$ cat src/rtl/zigzag_coef_serializer.sv
// Captures an 8x8 block of signed 8-bit coefficients, quantizes each by a rounding-toward-zero
// right shift, and streams them one per cycle in zig-zag order with valid/ready.
module zigzag_coef_serializer #(
  parameter int QSHIFT = 0
) (
  input  logic         clk,
  input  logic         reset,
  input  logic         blk_valid,
  output logic         blk_ready,
  input  logic [511:0] blk_data,
  output logic         coef_valid,
  input  logic         coef_ready,
  output logic [7:0]   coef_data,
  output logic [5:0]   coef_idx,
  output logic         coef_last,
  output logic [5:0]   last_nz_idx,
  output logic         all_zero
);

  typedef enum logic {IDLE, STREAM} state_t;

  // Zig-zag position -> raster index {row, col}
  localparam logic [5:0] ZZ [64] = '{
    6'd0,  6'd1,  6'd8,  6'd16, 6'd9,  6'd2,  6'd3,  6'd10,
    6'd17, 6'd24, 6'd32, 6'd25, 6'd18, 6'd11, 6'd4,  6'd5,
    6'd12, 6'd19, 6'd26, 6'd33, 6'd40, 6'd48, 6'd41, 6'd34,
    6'd27, 6'd20, 6'd13, 6'd6,  6'd7,  6'd14, 6'd21, 6'd28,
    6'd35, 6'd42, 6'd49, 6'd56, 6'd57, 6'd50, 6'd43, 6'd36,
    6'd29, 6'd22, 6'd15, 6'd23, 6'd30, 6'd37, 6'd44, 6'd51,
    6'd58, 6'd59, 6'd52, 6'd45, 6'd38, 6'd31, 6'd39, 6'd46,
    6'd53, 6'd60, 6'd61, 6'd54, 6'd47, 6'd55, 6'd62, 6'd63
  };

  localparam logic signed [8:0] RND = 9'((1 << QSHIFT) - 1);

  // Negative values get a bias so the arithmetic shift rounds toward zero.
  function automatic logic [7:0] quant(input logic [7:0] v);
    logic signed [8:0] w;
    w = $signed({v[7], v});
    if (v[7]) w = w + RND;
    w = w >>> QSHIFT;
    return w[7:0];
  endfunction

  state_t            state_q, state_d;
  logic [63:0][7:0]  coef_buf_q, coef_buf_d;
  logic [63:0][7:0]  q_in;
  logic              coef_valid_q, coef_valid_d;
  logic [7:0]        coef_data_q, coef_data_d;
  logic [5:0]        coef_idx_q, coef_idx_d;
  logic              coef_last_q, coef_last_d;
  logic [5:0]        last_nz_q, last_nz_d;
  logic              all_zero_q, all_zero_d;
  logic [5:0]        nz_last;
  logic              nz_any;

  always_comb begin
    q_in    = '0;
    nz_last = '0;
    nz_any  = 1'b0;
    for (int i = 0; i < 64; i++)
      q_in[i] = quant(blk_data[64*(i/8) + 8*(7-(i%8)) +: 8]);
    for (int i = 0; i < 64; i++) begin
      if (q_in[ZZ[i]] != 8'd0) begin
        nz_last = 6'(i);
        nz_any  = 1'b1;
      end
    end

    state_d      = state_q;
    coef_buf_d   = coef_buf_q;
    coef_valid_d = coef_valid_q;
    coef_data_d  = coef_data_q;
    coef_idx_d   = coef_idx_q;
    coef_last_d  = coef_last_q;
    last_nz_d    = last_nz_q;
    all_zero_d   = all_zero_q;

    case (state_q)
      IDLE: begin
        if (blk_valid) begin
          state_d      = STREAM;
          coef_buf_d   = q_in;
          last_nz_d    = nz_last;
          all_zero_d   = ~nz_any;
          coef_valid_d = 1'b1;
          coef_idx_d   = '0;
          coef_data_d  = q_in[ZZ[0]];
          coef_last_d  = 1'b0;
        end
      end
      STREAM: begin
        if (coef_ready) begin
          if (coef_idx_q == 6'd63) begin
            state_d      = IDLE;
            coef_valid_d = 1'b0;
            coef_idx_d   = '0;
            coef_data_d  = '0;
            coef_last_d  = 1'b0;
          end else begin
            coef_idx_d  = coef_idx_q + 6'd1;
            coef_data_d = coef_buf_q[ZZ[coef_idx_q + 6'd1]];
            coef_last_d = (coef_idx_q == 6'd62);
          end
        end
      end
      default: state_d = IDLE;
    endcase
  end

  always_ff @(posedge clk) begin
    if (reset) begin
      state_q      <= IDLE;
      coef_buf_q   <= '0;
      coef_valid_q <= 1'b0;
      coef_data_q  <= '0;
      coef_idx_q   <= '0;
      coef_last_q  <= 1'b0;
      last_nz_q    <= '0;
      all_zero_q   <= 1'b0;
    end else begin
      state_q      <= state_d;
      coef_buf_q   <= coef_buf_d;
      coef_valid_q <= coef_valid_d;
      coef_data_q  <= coef_data_d;
      coef_idx_q   <= coef_idx_d;
      coef_last_q  <= coef_last_d;
      last_nz_q    <= last_nz_d;
      all_zero_q   <= all_zero_d;
    end
  end

  assign blk_ready   = (state_q == IDLE) && !reset;
  assign coef_valid  = coef_valid_q;
  assign coef_data   = coef_data_q;
  assign coef_idx    = coef_idx_q;
  assign coef_last   = coef_last_q;
  assign last_nz_idx = last_nz_q;
  assign all_zero    = all_zero_q;

endmodule

$ cat config.mk
export PLATFORM = sky130hd
export DESIGN_NAME = zigzag_coef_serializer
export DESIGN_NICKNAME = d
export VERILOG_FILES = /design/src/rtl/zigzag_coef_serializer.sv
export SDC_FILE = /design/constraint.sdc
export NUM_CORES = 2
export LEC_CHECK = 0
export CAP_MARGIN = 25
export CELL_PAD_IN_SITES_DETAIL_PLACEMENT = 1
export CELL_PAD_IN_SITES_GLOBAL_PLACEMENT = 2
export CORE_MARGIN = 3
export CORE_UTILIZATION = 29
export CTS_CLUSTER_DIAMETER = 120
export CTS_CLUSTER_SIZE = 28
export DETAILED_ROUTE_END_ITERATION = 16
export PLACE_DENSITY = 0.78
export SLEW_MARGIN = 30
export SYNTH_ARGS = -nofsm -noshare
export SYNTH_HDL_FRONTEND = slang
export SYNTH_SLANG_ARGS = --single-unit
$ cat constraint.sdc
create_clock -name clk -period 4.3 [get_ports clk]
set_input_delay 0.43 -clock clk [delete_from_list [all_inputs] [get_ports clk]]
set_output_delay 0.43 -clock clk [all_outputs]
set_load 0.005 [all_outputs]
# After elaboration in Yosys (flattened, before gate mapping)

Memories as Yosys holds them, arrays and structs flattened.
Index checks and enable logic that the tools add are counted.
Widths: inputs -> output; s select.

Register bits: 536
Memory bits (read-only): 384
Input bits: 516
Output and inout bits: 24
Word-level logic and storage cells: 367
Memories kept: 1

Memory list:

| name             | words | width | read ports | clocked after Yosys merged registers in | write ports | line | text |
|---|---|---|---|---|---|---|---|
| (name not given) | 64    | 6     | 1          | 0                                       | 0           | 102  | `coef_data_d = coef_buf_q[ZZ[coef_idx_q + 6'd1]];` |

Add/subtract/negate cells: 1
Magnitude comparators: 2
Eq/ne operators: 5
Mux-type cells: 215
Bitwise logic cells: 3
Reductions and logical operators: 69

Operators with widths:

| cell                | count |
|---|---|
| $mux 8              | 68 |
| $reduce_bool 8->1   | 64 |
| $mux 6              | 67 |
| $mux 1              | 74 |
| $bmux 8 s6          | 1 |
| $pmux 8 s2          | 1 |
| $eq 6x6->1 const B  | 2 |
| $pmux 6 s2          | 1 |
| $ge 7x7->1 const B  | 1 |
| $lt 6x7->1 const B  | 1 |
| $not 6->7           | 1 |
| $add 6x1->6 const B | 1 |
| $pmux 1 s2          | 3 |
| $ne 2x2->1 const B  | 2 |
| $reduce_and 2->1    | 2 |
| $reduce_and 3->1    | 1 |
| $ne 2x1->1 const B  | 1 |
| $not 1->1           | 2 |
| $logic_and 1x1->1   | 1 |
| $logic_not 1->1     | 1 |

# Depth between registers and ports, before layout

Word-level depth: 67
Mapped depth: 21
Mapped depth without buffers: 14

# Worst setup path before layout

Ideal clock, no wire load.

Kind: register to register
Start: register coef_idx_q[2], in the netlist coef_idx[2]
End: register coef_data_q[6], in the netlist coef_data[6]
Library setup time: 0.138 ns
Data arrival time: 3.687 ns
Path slack: 0.476 ns
Stages on the path, launching flop included: 20
Path buffers: 7
Clock period less this slack: 3.824 ns
Path through: dfxtp_1 -> buf_2 -> buf_2 -> inv_1 -> ha_1 -> buf_2 -> buf_2 -> buf_4 -> nand3_1 -> o311ai_1 -> nand2_1 -> o211ai_1 -> nand2_1 -> buf_4 -> buf_2 -> a221o_1 -> a211oi_1 -> o21ai_0 -> o2111ai_1 -> o221ai_1

Cells in the longest elaborated chain, start to end: 10
Elaborated cells on any way between the ends: 11
Those cells by class: 1 x add/sub; 1 x eq/ne; 7 x mux; 1 x bitwise; 1 x memory

Ends and longest elaborated chain:

| item                                       | line | text |
|---|---|---|
| from (decl)                                | 50   | `logic [5:0] coef_idx_q, coef_idx_d;` |
| from (signal assigned)                     | 126  | `coef_idx_q <= coef_idx_d;` |
| $add 6x1->6                                | 102  |  |
| $not 6->7 (not written as such)            | 102  |  |
| $mem_v2 64x6                               | --   |  |
| $mux 6 (not written as such) (2 in series) | 102  |  |
| $bmux 8 s6                                 | 102  |  |
| $mux 8 (not written as such)               | 102  |  |
| $mux 8 (*)                                 | 94   | `if (coef_idx_q == 6'd63) begin` |
| $mux 8 (*)                                 | 93   | `if (coef_ready) begin` |
| $pmux 8 s2 (*)                             | 79   | `case (state_q)` |
| to (signal assigned)                       | 125  | `coef_data_q <= coef_data_d;` |
| to (decl)                                  | 49   | `logic [7:0] coef_data_q, coef_data_d;` |

Every way passes the cells marked *; elsewhere a longest branch is shown, timed or not. The select of a mux whose other input is x is not followed.
A chain may end at the register's enable or synchronous reset.

# Final worst setup path

Start: register coef_idx_q[0], in the netlist coef_idx[0]
End: register coef_data_q[2], in the netlist coef_data[2]

The elaborated chain is that of the path after synthesis.

==> impl_metrics.ini <==
[pwr]
leakagePower_nw = 12.2
p_per_area_nw_per_um2 = 302
ir_drop_mv = 0.264

[synth]
synth_top_area_share_pct = 40.7
syn_area_um2 = 26300
yosys_warnings = 0
synth-xor-area-share_pct = 0.128
synth_area_leaders = dfxtp_1 (41%), nand2_1 (20%), a21oi_1 (11%)
yosysTopAreaCell = dfxtp_1
synthCells = 3694
synthAdderAreaFrac_pct = 0.665
synth.area.mux_share_pct = 4.78
yosys.area_share.simple_pct = 30.3
synth_top_family_by_area = simple AND/OR/NAND/NOR gates
ys_seq_area_share_pct = 40.7
ys.flop_type = dfxtp_1
syn_nets = 4224
synthArstFlopShare_pct = 0
synth-compound-area-share_pct = 18.6
synth-edff-count = 0
syn_area_per_cell_um2 = 7.13
synth_cell_types = 78
ys_ff_latch = 536

[detailed_routing]
routedWlPerCell_um = 24.3
drtIter0Drc = 1829
num_vias = 28200
remaining_drc_errors = 0
first_pass_iters = 5
finalWirelength_um = 130000
ant_nets = 0
via_per_inst = 5.29

[die]
die_y_um = 307
io_pins = 540
rows = 109
start_util_pct = 29.5
die_area_um2 = 94500
core_um2 = 89200
die_width_um = 307

[worst_setup_path]
crit_arrival_ns = 4.59
crit_slowest_cell = o311ai_1
crit_top_cell = buf_4
crit_path_end_kind = flop
critical_path.max_stage_delay_ns = 0.48
startpoint_type = flop
crit_fanout = 22
cp.required_ns = 4.84
worstSetupPathType = reg -> reg
r2r_setup_slack_ns = 0.25
crit_path_cell_trace = ha_1 -> ha_2 -> nor2b_1 -> or3_1 -> a211o_1 -> o21ai_2 -> o21a_4 -> buf_12 -> buf_4 -> nand2_1 -> and3_1 -> o311ai_1 -> buf_4 -> nand4_1 -> o211ai_1

[sta]
setup_viol = 0
finalCritPeriodShare_pct = 94.1
maxSlewViolCount = 0
max-slew-margin-rel_pct = 33.1
rsz0062_at_grt = false
worstMarginPinSlew_ns = 0.999
clock.fmax_mhz = 247
hold_viol_final = 0
setup_tns_ns = 0
clock_skew_ns = 0.0428
fin_crit_ns = 4.05

[place]
gp_congestion = 0.926
port_buffers = 539
hpwl_um = 101000

[clock_tree]
cts.sinks = 536
clkSlewWorstSetupHoldPaths_ns = 0.12
clock_latency_ns = 0.62
hold_buffers = 0
h-tree-depth = 1
clockRootBuffer = clkbuf_16
numCtsBuffers = 24
tritoncts = yes
cts_buffer_depth = 3

[finish]
drive_above_1_share_pct = 6.31
postLayoutCoreUtil_pct = 38.6
nets = 4675
syn_to_final_growth_pct = 30.7

[global_route]
antenna_found_initial = 13
track_usage_pct = 26.2
gr-max-usage-layer = met2
use_met1_pct = 32.2
use_met2_pct = 45.1
first_global_vias = 28500
grt_start_max_net_pins = 221
grt_pass1_wl_um = 187000
grt_use_met3_pct = 4.70
grt_overflow = 0

[min_path]
hp-class = in -> reg

[run]
maxCapViolCount = 0

[run_status]
outcome = finished clean
-- timing repair --
| item | 4_1_cts | 5_1_grt |
|---|---|---|
| endpoints found under the setup margin | 0 | 7 |
| setup buffers | 0 | 0 |
| resized for setup | 0 | 8 |
-- final timing paths --
path                                     start               to  depth (start not counted)
worst min register to register  coef_buf_q[11]   coef_buf_q[11]                          2
worst max register to register     coef_idx[0]     coef_data[2]                         15
worst min-delay path                     reset  coef_buf_q[155]                          2
worst max-delay path               coef_idx[0]     coef_data[2]                         15
-- sequential cells by signal, indices dropped and copies added, names as in the netlist --
signal / flops
coef_valid: 1
state_q: 1
coef_buf_q: 512
coef_last: 1
coef_idx: 6
coef_data: 8
all_zero: 1
last_nz_idx: 6
-- cells in the final DEF, fill, tap and decap left out, types with 39 or more instances in the layout --
| cell | n |
|---|---|
| a21oi_1 | 568 |
| and3_1 | 46 |
| buf_4 | 139 |
| clkdlybuf4s50_1 | 538 |
| dfxtp_1 | 536 |
| mux2_2 | 39 |
| mux2i_1 | 82 |
| nand2_1 | 1379 |
| nand3_1 | 140 |
| nor2_1 | 82 |
| nor4_1 | 93 |
| o211ai_1 | 60 |
| o21ai_0 | 45 |
| or4_1 | 51 |
-- where the power goes --
part | leakage (nW) | internal (mW) | switching (mW)
Clock | 0.357 | 1.20 | 1.78
Sequential | 4.40 | 5.25 | 0.175
Combinational | 7.41 | 0.878 | 1.12
-- stage by stage --
step	cells	power [mW]	instance area [µm²]	worst slack, ns	hold slack [ns]
2_1_floorplan	3694	6.36	26300	0.476	0.432
3_3_place_gp	5281	7.51	33600	0.0610	0.439
3_5_place_dp	5281	7.53	33600	0.0862	0.447
4_1_cts	5312	10.5	34300	0.00256	0.292
5_1_grt	5320	10.8	34400	0.0288	0.308
6_report	5327	10.4	34400	0.252	0.294
-- routing by layer --
metal,vias to the layer above,share of wire (%)
li1,13600,-
met1,13600,42
met2,757,48
met3,195,5.6
met4,4,4.7
met5,-,0.018
-- logic make-up (layout without fill, tap and decap cells) --
kind of cell,count (synthesis),count (layout)
other cells,0,12
buf+inv,306,762
fa+ha+maj,14,14
compound gates,836,836
simple gates,1878,1878
xor+xnor,3,3
flops,536,536
mux,121,121
-- area by class of cell --
cell class	count	area, µm²
clock inverters	6	115
multi-input cells	2852	14500
repair buffers	701	6910
inverters	30	113
clock buffers	25	626
diodes	12	30.0
well taps	1165	1460
fillers	11000	54800
flip-flops and latches	536	10700
-- critical path, delay by kind of cell (launching register included) --
family,cells,cell delay (ns)
buf+inv,3,0.56
simple gates,5,0.97
flops,1,0.34
compound gates,5,1.56
fa+ha+maj,2,0.56
-- synth_stat cells (29+ instances only) --
master and number:
or4_1 51, and3_1 46, o21ai_0 45, mux2_2 39, nor4_1 94, o211ai_1 60, a21oi_1 568, dfxtp_1 536
nand2_1 1380, inv_1 29, buf_2 48, mux2i_1 82, clkbuf_1 197, nand3_1 140, nor2_1 82
Power figures use the tool's default switching activity.
